==> config.mk <==
export PLATFORM = sky130hd
export DESIGN_NAME = ex_mm_stage
export DESIGN_NICKNAME = d
export VERILOG_FILES = /design/src/rtl/ex_mm_stage.sv
export SDC_FILE = /design/constraint.sdc
export NUM_CORES = 1
export LEC_CHECK = 0
export ABC_AREA = 1
export BUFFER_PORTS_ARGS = -buffer_cell sky130_fd_sc_hd__buf_2
export CAP_MARGIN = 20
export CORE_ASPECT_RATIO = 0.75
export CORE_MARGIN = 3
export CORE_UTILIZATION = 47
export CTS_CLUSTER_DIAMETER = 200
export DETAILED_ROUTE_END_ITERATION = 6
export PLACE_DENSITY = 0.85
export SLEW_MARGIN = 20
export SYNTH_ARGS = -nofsm -noshare
export SYNTH_HDL_FRONTEND = slang
export SYNTH_SLANG_ARGS = --single-unit
export TNS_END_PERCENT = 5
==> constraint.sdc <==
create_clock -name clk -period 3.38 [get_ports clk]
set_input_delay 0.169 -clock clk [delete_from_list [all_inputs] [get_ports clk]]
set_output_delay 0.169 -clock clk [all_outputs]
set_load 0.01 [all_outputs]
==> src/rtl/ex_mm_stage.sv <==
// ex_mm_stage: EX->MEM pipeline stage register with valid/ready handshake.
//
// Each held entry carries the writeback address, enable and data, the
// memory-op code and the store data. Writes to x0 are suppressed when an
// entry is captured, so they never reach MEM or the forwarding tap.
//
// Build option (macro EX_MM_SKID_EN):
//   undefined : one entry; ex_ready = !mm_valid | mm_ready (combinational
//               from mm_ready), and a drain plus an accept on the same edge
//               replace the head.
//   defined   : two entries (head + skid); ex_ready comes straight from a
//               register, which cuts the upstream ready path.
//
// Ports:
//   clk, rst          clock, synchronous active-high reset
//   flush             synchronous kill of all held entries; wins over accept
//   ex_valid/ex_ready upstream handshake
//   ex_wa/we/wn/mop/sdata   incoming instruction fields
//   mm_valid/mm_ready downstream handshake (head entry)
//   mm_wa/we/wn/mop/sdata   head entry fields; we/mop read 0 when invalid
//   fwd_we/fwd_wa/fwd_wn    forwarding tap for the EX operand bypass
module ex_mm_stage #(
    parameter int DW   = 32,
    parameter int AW   = 5,
    parameter int MOPW = 4
) (
    input  logic            clk,
    input  logic            rst,
    input  logic            flush,
    input  logic            ex_valid,
    output logic            ex_ready,
    input  logic [AW-1:0]   ex_wa,
    input  logic            ex_we,
    input  logic [DW-1:0]   ex_wn,
    input  logic [MOPW-1:0] ex_mop,
    input  logic [DW-1:0]   ex_sdata,
    output logic            mm_valid,
    input  logic            mm_ready,
    output logic [AW-1:0]   mm_wa,
    output logic            mm_we,
    output logic [DW-1:0]   mm_wn,
    output logic [MOPW-1:0] mm_mop,
    output logic [DW-1:0]   mm_sdata,
    output logic            fwd_we,
    output logic [AW-1:0]   fwd_wa,
    output logic [DW-1:0]   fwd_wn
);

    typedef struct packed {
        logic [AW-1:0]   wa;
        logic            we;
        logic [DW-1:0]   wn;
        logic [MOPW-1:0] mop;
        logic [DW-1:0]   sdata;
    } entry_t;

    localparam int EW = AW + 1 + DW + MOPW + DW;

    // An emptied slot keeps its address/data but must not request a write
    // or a memory access, so only the control fields are cleared.
    function automatic entry_t kill_ctl(input entry_t e);
        entry_t r;
        r     = e;
        r.we  = 1'b0;
        r.mop = {MOPW{1'b0}};
        return r;
    endfunction

    entry_t in_s;
    entry_t head_r;
    logic   head_valid_r;
    logic   ex_ready_s;
    logic   accept_s;
    logic   drain_s;

    // Incoming entry, with the x0 write dropped at capture time.
    always_comb begin
        in_s.wa    = ex_wa;
        in_s.we    = ex_we & (ex_wa != {AW{1'b0}});
        in_s.wn    = ex_wn;
        in_s.mop   = ex_mop;
        in_s.sdata = ex_sdata;
    end

    assign accept_s = ex_valid & ex_ready_s;
    assign drain_s  = head_valid_r & mm_ready;

`ifdef EX_MM_SKID_EN

    typedef enum logic [1:0] {
        ST_EMPTY = 2'd0,
        ST_ONE   = 2'd1,
        ST_FULL  = 2'd2
    } state_t;

    state_t state_r;
    entry_t skid_r;
    logic   ex_ready_r;

    assign ex_ready_s = ex_ready_r;

    // Head/skid FSM; ex_ready_r is low exactly while the skid slot is full.
    always_ff @(posedge clk) begin
        if (rst) begin
            state_r      <= ST_EMPTY;
            ex_ready_r   <= 1'b1;
            head_valid_r <= 1'b0;
            head_r       <= entry_t'({EW{1'b0}});
            skid_r       <= entry_t'({EW{1'b0}});
        end else if (flush) begin
            state_r      <= ST_EMPTY;
            ex_ready_r   <= 1'b1;
            head_valid_r <= 1'b0;
            head_r       <= kill_ctl(head_r);
            skid_r       <= kill_ctl(skid_r);
        end else begin
            case (state_r)
                ST_EMPTY: begin
                    if (accept_s) begin
                        head_r       <= in_s;
                        head_valid_r <= 1'b1;
                        state_r      <= ST_ONE;
                    end
                end
                ST_ONE: begin
                    if (accept_s && !drain_s) begin
                        // Head is stalled: park the newcomer and close the gate.
                        skid_r     <= in_s;
                        ex_ready_r <= 1'b0;
                        state_r    <= ST_FULL;
                    end else if (accept_s && drain_s) begin
                        head_r <= in_s;
                    end else if (drain_s) begin
                        head_r       <= kill_ctl(head_r);
                        head_valid_r <= 1'b0;
                        state_r      <= ST_EMPTY;
                    end
                end
                ST_FULL: begin
                    // No accept here: ex_ready_r is 0 in this state.
                    if (drain_s) begin
                        head_r     <= skid_r;
                        skid_r     <= kill_ctl(skid_r);
                        ex_ready_r <= 1'b1;
                        state_r    <= ST_ONE;
                    end
                end
                default: begin
                    state_r      <= ST_EMPTY;
                    ex_ready_r   <= 1'b1;
                    head_valid_r <= 1'b0;
                    head_r       <= kill_ctl(head_r);
                    skid_r       <= kill_ctl(skid_r);
                end
            endcase
        end
    end

`else

    assign ex_ready_s = ~head_valid_r | mm_ready;

    // Single head slot; accept has priority over drain so that a
    // simultaneous drain+accept replaces the head in one edge.
    always_ff @(posedge clk) begin
        if (rst) begin
            head_valid_r <= 1'b0;
            head_r       <= entry_t'({EW{1'b0}});
        end else if (flush) begin
            head_valid_r <= 1'b0;
            head_r       <= kill_ctl(head_r);
        end else if (accept_s) begin
            head_valid_r <= 1'b1;
            head_r       <= in_s;
        end else if (drain_s) begin
            head_valid_r <= 1'b0;
            head_r       <= kill_ctl(head_r);
        end
    end

`endif

    assign ex_ready = ex_ready_s;
    assign mm_valid = head_valid_r;
    assign mm_wa    = head_r.wa;
    assign mm_we    = head_r.we;
    assign mm_wn    = head_r.wn;
    assign mm_mop   = head_r.mop;
    assign mm_sdata = head_r.sdata;
    assign fwd_we   = head_valid_r & head_r.we;
    assign fwd_wa   = head_r.wa;
    assign fwd_wn   = head_r.wn;

endmodule

==> insert_results.sql <==
INSERT INTO impl_metrics (metric_group, metric, value, unit) VALUES
('setup_path', 'critical_path_class', 'flop to flop', ''),
('floorplanning', 'floorplan.core_area', '6900', 'sq um'),
('layout', 'nets', '738', ''),
('clock_network', 'max-clock-path-buffers', '2', ''),
('grt', 'grt_overflow_total', '0', ''),
('yosys', 'yosysSeqAreaShare', '0.444', ''),
('drt', 'postRouteAntennaNets', '0', ''),
('grt', 'globalRoute.busiestLayer', 'met2', ''),
('timing', 'timing.final.max_slew_violations', '0', ''),
('yosys', 'synth_top_area_cell', 'dfxtp_1', ''),
('timing', 'fin_crit', '1.95', 'ns'),
('layout', 'seqCellArea', '1500', 'sq um'),
('timing', 'clock.fmax', '0.513', 'GHz'),
('clock_network', 'clkSlewWorstSetupHoldPaths', '0.08', 'ns'),
('timing', 'slew-limit-headroom', '0.355', ''),
('drt', 'routed_wl', '8.21', 'mm'),
('setup_path', 'critical_path.startpoint', 'mm_valid', ''),
('drt', 'route.vias.total', '3305', ''),
('yosys', 'synthesis.area_per_instance', '6.60', 'sq um'),
('yosys', 'synth_top_family_by_area', 'simple AND/OR/NAND/NOR gates', ''),
('setup_path', 'worst_ep_required_time', '3.60', 'ns'),
('yosys', 'yosys_warnings', '0', ''),
('yosys', 'ys_types', '14', ''),
('power_and_ir_drop', 'powerDensity', '504', 'nW/um^2'),
('clock_network', 'worst_skew_pair.late_latency', '0.33', 'ns'),
('floorplanning', 'vertical_extent_of_the_die', '79.4', 'microns'),
('timing', 'finalHoldViolCount', '0', ''),
('floorplanning', 'top_level_pins', '193', ''),
('yosys', 'synth_seq_cells', '75', ''),
('place', 'gp_routability_congestion', '0.811', ''),
('floorplanning', 'fp.dieW', '104', 'microns'),
('yosys', 'syn-num-nets', '591', ''),
('layout', 'layout-drive-gt1-share', '0.323', ''),
('yosys', 'synth-adder-area-share', '0', ''),
('timing', 'layout_worst_path_cycle_share', '0.577', ''),
('floorplanning', 'core.rowCount', '26', ''),
('clock_network', 'cts_tree', 'done', ''),
('setup_path', 'regToRegStartpoint', 'mm_valid', ''),
('grt', 'grt_start_max_net_pins', '104', ''),
('worst_hold_path', 'worst_hold_path_type', 'primary input to flop', ''),
('layout', 'layout_cells_excl_fill', '761', ''),
('yosys', 'post_synth_and_or_nand_nor_area_fraction', '0.333', ''),
('clock_network', 'postCtsResizedCells', '0', ''),
('clock_network', 'clock_tree.htree_level_count', '3', ''),
('run_status', 'outcome', 'complete, no violations', ''),
('yosys', 'synth_top_area_share', '0.444', ''),
('flow_run', 'maxCapViolations', '0', ''),
('timing', 'grt_setup_unrepaired', 'false', ''),
('timing', 'fin_skew', '0.00714', 'ns'),
('grt', 'grt_util_all_layers', '0.189', ''),
('clock_network', 'postCtsSetupRepairBufs', '0', ''),
('grt', 'grt.met1_usage', '0.211', ''),
('yosys', 'synthCells', '512', ''),
('yosys', 'yosys-mux-area-fraction', '0', ''),
('setup_path', 'critPathMaxFanout', '103', ''),
('floorplanning', 'dieArea', '8250', 'sq um'),
('layout', 'multiInputGateArea', '1170', 'sq um'),
('layout', 'finalCoreUtilization', '0.625', ''),
('yosys', 'synth-compound-area-share', '0.0137', ''),
('grt', 'vias_in_the_first_global_route', '2943', ''),
('layout', 'nFillCells', '653', ''),
('yosys', 'syn_area', '3380', 'sq um'),
('yosys', 'synthXorXnorAreaFrac', '0', ''),
('drt', 'post_drt_via_cell_ratio', '4.34', ''),
('place', 'detailedPlacementHpwl', '6.06', 'mm'),
('clock_network', 'library_cell_used_as_clock_root_buffer', 'clkbuf_8', ''),
('clock_network', 'total_clock_buffers_created_by_cts', '9', ''),
('power_and_ir_drop', 'static_leakage', '0.00268', 'uW'),
('drt', 'initialDrtViolationCount', '89', ''),
('place', 'port_buffers', '192', ''),
('layout', 'flow.area_growth_from_synthesis', '27.7', '%');
[final timing paths]
check	endpoint	slack, ns	cells after the start
setup / recovery	fwd_wa[3]	1.43	6
hold / removal	mm_sdata[19]	0.05	3
setup reg to reg	fwd_wa[3]	1.43	6
hold reg to reg	mm_mop[0]	0.49	2
[cell usage in the layout, fill, tap and decap left out]
cell,synthesis,routed
buf_2,7,192
inv_2,2,2
bufinv_16,0,3
nand3b_1,1,1
buf_4,38,3
dfxtp_1,75,75
nand3_1,5,5
a21oi_1,6,6
inv_1,73,73
nand2_4,0,1
nor2_1,141,141
clkinvlp_4,0,1
a21oi_4,1,1
nand2_1,148,148
clkbuf_8,0,11
[synthesized netlist by cell type, drive strengths merged]
cell,n
a21oi,7
buf,52
clkbuf,7
dfxtp,75
inv,75
nand2,149
nand3,5
nand3b,1
nor2,141
[area by class of cell]
cell class / count / area share
Timing Repair Buffer: 195 / 0.228
Clock buffer: 11 / 0.0351
Clock inverter: 4 / 0.0226
Multi-Input combinational cell: 303 / 0.272
Inverter: 75 / 0.0653
Sequential cell: 75 / 0.348
Tap cell: 98 / 0.0284
[state kept, by name (all words and copies together) (netlist names)]
| signal | cells |
|---|---|
| fwd_wn | 32 |
| mm_sdata | 32 |
| fwd_wa | 5 |
| mm_mop | 4 |
| mm_valid | 1 |
| mm_we | 1 |
[layer usage]
layer / part of all wire / routed length (microns)
met1: 0.41 / 3330
met5: 0 / 0
met4: 0.016 / 129
met3: 0.084 / 691
met2: 0.49 / 4050
[power breakdown]
part | leakage [uW] | total [uW] | internal (uW) | switching (uW)
Sequential | 0.000618 | 981 | 943 | 37.1
Clock | 0.000122 | 843 | 527 | 316
Combinational | 0.00194 | 348 | 146 | 202
Total | 0.00268 | 2170 | 1620 | 555
[critical path, cell delays in order, from the launching register on]
cell and delay [ns]:
dfxtp_1 0.44, a21oi_4 0.12, nand2_4 0.70, buf_4 0.37
nand2_1 0.08, nand2_1 0.06, nor2_1 0.05
[logic make-up (layout without fill, tap and decap cells)]
logic type,after synthesis,count (layout)
AND/OR/NAND/NOR,296,296
flip-flops,75,75
buffers and inverters,134,285
AO/OA/AOI/OAI,7,7
[metrics by stage]
step / setup slack [ns] / instance area (sq um) / hold slack (ns) / power, uW
3_5_place_dp: 1.44 / 4060 / 0.397 / 1350
2_1_floorplan: 2.17 / 3380 / 0.304 / 1240
4_1_cts: 1.42 / 4310 / 0.0367 / 2200
5_1_grt: 1.22 / 4310 / 0.0332 / 2280
6_report: 1.43 / 4310 / 0.0527 / 2170
3_3_place_gp: 1.54 / 4060 / 0.390 / 1340
Power figures use the tool's default switching activity.
